$ cat config.mk
export PLATFORM = sky130hd
export DESIGN_NAME = udc_pulse_driver
export DESIGN_NICKNAME = d
export VERILOG_FILES = /design/src/rtl/udc_pkg.sv /design/src/rtl/udc_phase_timer.sv /design/src/rtl/udc_pulse_driver.sv
export SDC_FILE = /design/constraint.sdc
export NUM_CORES = 1
export LEC_CHECK = 0
export CELL_PAD_IN_SITES_DETAIL_PLACEMENT = 1
export CELL_PAD_IN_SITES_GLOBAL_PLACEMENT = 2
export CORE_ASPECT_RATIO = 1.4
export CORE_MARGIN = 4
export CORE_UTILIZATION = 33
export DETAILED_ROUTE_END_ITERATION = 6
export HOLD_SLACK_MARGIN = 0.02
export PLACE_DENSITY = 0.83
export SLEW_MARGIN = 25
export SYNTH_ARGS = -nofsm -noshare
export SYNTH_HDL_FRONTEND = slang
export SYNTH_SLANG_ARGS = --single-unit
$ cat constraint.sdc
create_clock -name clk -period 4 [get_ports clk]
set_input_delay 0.8 -clock clk [delete_from_list [all_inputs] [get_ports clk]]
set_output_delay 0.8 -clock clk [all_outputs]
set_load 0.05 [all_outputs]
$ cat src/rtl/udc_pkg.sv
// Shared definitions for the 74xx193 chain pulse driver: command encoding,
// FSM states and the idle level of each chain control pin.
package udc_pkg;

    typedef enum logic [1:0] {
        OP_CLEAR = 2'b00,
        OP_INC   = 2'b01,
        OP_DEC   = 2'b10,
        OP_LOAD  = 2'b11
    } op_e;

    typedef enum logic [1:0] {
        ST_RST_HOLD,
        ST_ACTIVE,
        ST_GAP,
        ST_IDLE
    } state_e;

    localparam logic CPU_IDLE = 1'b1;
    localparam logic CPD_IDLE = 1'b1;
    localparam logic PL_IDLE  = 1'b1;
    localparam logic MR_IDLE  = 1'b0;

endpackage

$ cat src/rtl/udc_phase_timer.sv
// Phase down-counter: loaded with (phase length - 1), flags expiry at zero
// so the owning FSM leaves the phase on the following edge.
module udc_phase_timer #(
    parameter int CNT_W = 1
) (
    input  logic             clk,
    input  logic             rst_n,
    input  logic             load,
    input  logic [CNT_W-1:0] load_val,
    output logic             expired
);

    logic [CNT_W-1:0] cnt_q, cnt_d;

    always_comb begin
        cnt_d = cnt_q;
        if (load) begin
            cnt_d = load_val;
        end else if (cnt_q != '0) begin
            cnt_d = cnt_q - CNT_W'(1);
        end
    end

    // NOTE: sequential state is written with <= only, so every flop samples
    // the pre-edge value of its inputs regardless of process ordering.
    always_ff @(posedge clk or negedge rst_n) begin
        if (!rst_n) begin
            cnt_q <= '0;
        end else begin
            cnt_q <= cnt_d;
        end
    end

    assign expired = (cnt_q == '0);

endmodule

$ cat src/rtl/udc_pulse_driver.sv
// Sequencer turning clear/inc/dec/load commands into registered 74xx193 pin
// waveforms, with a shadow copy of the expected chain count and a wrap pulse.
module udc_pulse_driver
    import udc_pkg::*;
#(
    parameter int WIDTH   = 8,
    parameter int PULSE_W = 1,
    parameter int GAP_W   = 1
) (
    input  logic             clk,
    input  logic             rst_n,
    input  logic             cmd_valid,
    output logic             cmd_ready,
    input  logic [1:0]       cmd_op,
    input  logic [WIDTH-1:0] cmd_data,
    output logic             cpu,
    output logic             cpd,
    output logic             pl,
    output logic             mr,
    output logic [WIDTH-1:0] d,
    output logic [WIDTH-1:0] shadow_q,
    output logic             wrap,
    output logic             busy
);

    localparam int MAX_PHASE = (PULSE_W > GAP_W) ? PULSE_W : GAP_W;
    localparam int CNT_W     = (MAX_PHASE > 1) ? $clog2(MAX_PHASE) : 1;
    localparam logic [CNT_W-1:0] PULSE_LOAD = CNT_W'(PULSE_W - 1);
    localparam logic [CNT_W-1:0] GAP_LOAD   = CNT_W'(GAP_W - 1);

    state_e           state_q, state_d;
    op_e              op_q, op_d;
    logic             cpu_q, cpu_d;
    logic             cpd_q, cpd_d;
    logic             pl_q, pl_d;
    logic             mr_q, mr_d;
    logic [WIDTH-1:0] d_q, d_d;
    logic [WIDTH-1:0] shadow_d;
    logic             wrap_q, wrap_d;

    logic             timer_load;
    logic [CNT_W-1:0] timer_val;
    logic             timer_expired;
    logic             pin_active;
    op_e              pin_op;

    udc_phase_timer #(
        .CNT_W (CNT_W)
    ) u_phase_timer (
        .clk      (clk),
        .rst_n    (rst_n),
        .load     (timer_load),
        .load_val (timer_val),
        .expired  (timer_expired)
    );

    // NOTE: every variable gets a default before the case so no path leaves
    // one unassigned, which would otherwise infer a latch.
    always_comb begin
        state_d     = state_q;
        op_d        = op_q;
        d_d         = d_q;
        shadow_d    = shadow_q;
        wrap_d      = 1'b0;
        timer_load  = 1'b0;
        timer_val   = '0;
        pin_active  = 1'b0;
        pin_op      = op_q;
        cpu_d       = CPU_IDLE;
        cpd_d       = CPD_IDLE;
        pl_d        = PL_IDLE;
        mr_d        = MR_IDLE;

        unique case (state_q)
            ST_RST_HOLD: begin
                state_d    = ST_GAP;
                timer_load = 1'b1;
                timer_val  = GAP_LOAD;
            end
            ST_IDLE: begin
                if (cmd_valid) begin
                    state_d    = ST_ACTIVE;
                    op_d       = op_e'(cmd_op);
                    timer_load = 1'b1;
                    timer_val  = PULSE_LOAD;
                    pin_active = 1'b1;
                    pin_op     = op_e'(cmd_op);
                    if (op_e'(cmd_op) == OP_LOAD) begin
                        d_d = cmd_data;
                    end
                end
            end
            ST_ACTIVE: begin
                if (timer_expired) begin
                    state_d    = ST_GAP;
                    timer_load = 1'b1;
                    timer_val  = GAP_LOAD;
                    // d_q already holds the load value captured at accept.
                    unique case (op_q)
                        OP_CLEAR: shadow_d = '0;
                        OP_INC: begin
                            shadow_d = shadow_q + WIDTH'(1);
                            wrap_d   = &shadow_q;
                        end
                        OP_DEC: begin
                            shadow_d = shadow_q - WIDTH'(1);
                            wrap_d   = ~|shadow_q;
                        end
                        OP_LOAD:  shadow_d = d_q;
                    endcase
                end else begin
                    pin_active = 1'b1;
                end
            end
            ST_GAP: begin
                if (timer_expired) begin
                    state_d = ST_IDLE;
                end
            end
        endcase

        if (pin_active) begin
            unique case (pin_op)
                OP_CLEAR: mr_d  = 1'b1;
                OP_INC:   cpu_d = 1'b0;
                OP_DEC:   cpd_d = 1'b0;
                OP_LOAD:  pl_d  = 1'b0;
            endcase
        end
    end

    always_ff @(posedge clk or negedge rst_n) begin
        if (!rst_n) begin
            state_q  <= ST_RST_HOLD;
            op_q     <= OP_CLEAR;
            cpu_q    <= CPU_IDLE;
            cpd_q    <= CPD_IDLE;
            pl_q     <= PL_IDLE;
            mr_q     <= 1'b1;
            d_q      <= '0;
            shadow_q <= '0;
            wrap_q   <= 1'b0;
        end else begin
            state_q  <= state_d;
            op_q     <= op_d;
            cpu_q    <= cpu_d;
            cpd_q    <= cpd_d;
            pl_q     <= pl_d;
            mr_q     <= mr_d;
            d_q      <= d_d;
            shadow_q <= shadow_d;
            wrap_q   <= wrap_d;
        end
    end

    assign cpu       = cpu_q;
    assign cpd       = cpd_q;
    assign pl        = pl_q;
    assign mr        = mr_q;
    assign d         = d_q;
    assign wrap      = wrap_q;
    assign cmd_ready = (state_q == ST_IDLE);
    assign busy      = (state_q != ST_IDLE);

endmodule

==> results_dict.tcl <==
set metrics [dict create \
    status "finished clean" \
    leakage_nw 0.765 \
    drv_cap 0 \
    reg2reg_slack_ps 1650 \
    worstSetupEndpointType "primary output" \
    power.density_nw_per_um2 722 \
    synthTopCellsByArea "dfrtp_1, mux2_2, dfstp_2" \
    min_path_cells 0 \
    diodes 0 \
    avgSynthCellArea_sq_um 10.3 \
    period_needed_ps 2590 \
    synthArstFlopShare_pct 100 \
    synth_largest_area_cell "dfrtp_1" \
    crit_path_max_fanout 13 \
    root_buffer "clkbuf_8" \
    dieArea_sq_um 5670 \
    synth_edf_count 0 \
    clock_skew_ps 4.34 \
    drt-pass1-iter-count 4 \
    path_cells "clkdlybuf4s50_1" \
    seqCellArea_sq_um 631 \
    ant_nets 0 \
    fin_ws_ps 1410 \
    crit_cells 1 \
    nNetsFinal 197 \
    cp_top_family "buffers and inverters" \
    routed-via-count 1180 \
    rsz0062_at_grt "no" \
    syn-instance-count 144 \
    worst-path-buf-inv 1 \
    grt_start_max_net_pins 26 \
    synth_cell_types 45 \
    rr_worst_depth 9 \
    syn_area_sq_um 1490 \
    whs_ps 441 \
    wire_per_inst_microns 16.1 \
    drc 0 \
    multi_input_area_sq_um 774 \
    period_share_pct 64.7 \
    cts_sinks 25 \
    max_stage_delay_ps 890 \
    cts_resized 0 \
    grt_pass1_vias 1291 \
    grt.total_usage_pct 14.3 \
    cts_max_path_buffers 2 \
    dp_slack_ps 1660 \
    clkTransAtPathRegs_ps 90 \
    synth_seq_area_share_pct 42.4 \
    clock.fmax_mhz 387 \
    core_area_sq_um 4310 \
    yosysWarnings 0 \
    dp_cells 231 \
    cts-hold-fix-buffers 0 \
    hp-class "flip-flop to flip-flop" \
    yosysTopAreaCellShare_pct 35.3 \
    post-cts-setup-buffers 0 \
    fill_cells 502 \
    routed_wl_mm 3.79 \
    cp-start-kind "flip-flop" \
    ir_drop_uv 222 \
    dp_hpwl_mm 2.97 \
    cts_inserted_buffers 3 \
    synthToLayoutAreaGrowth_pct 27.6 \
    slew_headroom_pct 62.2 \
    ys_seq_elements 25 \
    required_ps 3200 \
    grt_pass1_wl_mm 6.35 \
    die_h_microns 87.5 \
    slowest_stage "clkdlybuf4s50_1" \
    synth_flop_cell "dfrtp_1" \
    setup_viol 0 \
    antenna_found_initial 0 \
    htreeDepth 1 \
    worstPathArrival_ps 1790 \
    io_buffer_count 35 \
    overflow 0 \
    p_total_w 0.00137 \
    fin_setup_tns_ps 0 \
    tritoncts "yes" \
    clk_latency_ps 260 \
    hold_viol 0 \
    syn-num-nets 165 \
    crit_type "flip-flop to primary output" \
    rows 28 \
    die_w_microns 64.8 \
    finalNonFillerCells 235 \
    place_congestion 0.776 \
    ioPinCount 36 \
    synthMostInstantiatedCell "dfrtp_1" \
    worst_pin_slew_ps 566 \
    via_per_inst 5.02 \
    drt-initial-drc-count 65 \
    slew_violations 0 \
    synth_commonest_cells "dfrtp_1, nand2_1, nor2_1" \
    start_util_pct 34.6 \
    drive_gt1_share_pct 18.3 \
]
## cell type report
cell class	instances	share of cell area [%]
inverters	7	1.38
clock inverters	1	0.395
flip-flops and latches	25	33.2
well taps	60	3.95
clock buffers	3	2.17
repair buffers	35	18.2
multi-input cells	104	40.8
## worst paths after layout
path,end,from
min reg2reg,state_q[0]$_DFFE_PN0P_,state_q[1]$_DFFE_PN0P_
min,state_q[0]$_DFFE_PN0P_,state_q[1]$_DFFE_PN0P_
max reg2reg,shadow_q[6]$_DFFE_PN0P_,op_q[0]$_DFF_PN0_
max,shadow_q[2],shadow_q[2]$_DFFE_PN0P_
max in group asynchronous,shadow_q[3]$_DFFE_PN0P_,rst_n
min in group asynchronous,d[6]$_DFFE_PN0P_,rst_n
## layout by cell type (no fill, tap or decap), types with 2 or more instances in the layout
master and n:
a21oi_1 3, dfrtp_1 21, clkdlybuf4s50_1 34, o21ai_0 5, a22oi_1 7, nor3_1 2, clkbuf_8 3, dfstp_2 4
nand2b_1 2, xor2_1 5, a31oi_1 4, nand4_1 2, xnor2_1 3, mux2_2 10, ha_1 8, inv_1 6
o21ai_1 3, nor3b_2 2, nor2_1 11, nor3_2 2, nand2_1 12, o22ai_1 2, nand3_1 2
## metrics by stage
stage               util (%)  area, sq um
finish                  44.1         1900
CTS                     44.1         1900
floorplan                  -         1490
global route            44.1         1900
global placement        43.1         1860
detailed placement      43.0         1850
## report_power, final
part,leakage (nW),switching [W],internal (W)
registers,0.301,0.000123,0.000321
logic,0.443,0.000478,0.000300
clock network,0.0217,0.0000802,0.0000704
total,0.765,0.000682,0.000691
## kinds of logic (layout without fill, tap and decap cells)
kind of cell	Yosys count	in the layout	share of synthesized area [%]
xor+xnor	8	8	4.71
simple gates	43	43	16.2
buf+inv	15	46	5.63
flops	25	25	42.4
fa+ha+maj	8	8	6.72
mux	11	11	8.24
compound gates	34	34	16.1
## state kept, by name, indices dropped and copies added (netlist names)
| register | cells |
|---|---|
| cpd | 1 |
| state_q | 2 |
| cpu | 1 |
| d | 8 |
| shadow_q | 8 |
| wrap | 1 |
| pl | 1 |
| op_q | 2 |
| mr | 1 |
## routing by layer
layer  wire length [microns]  track usage (%)  part of all wire (%)
met1                    1530             16.8                    40
met2                    2130             26.6                    56
met3                      90             1.42                   2.4
met4                      31             4.62                  0.82
met5                       0                0                     0
Note: power is estimated with default switching activity, not from simulation.
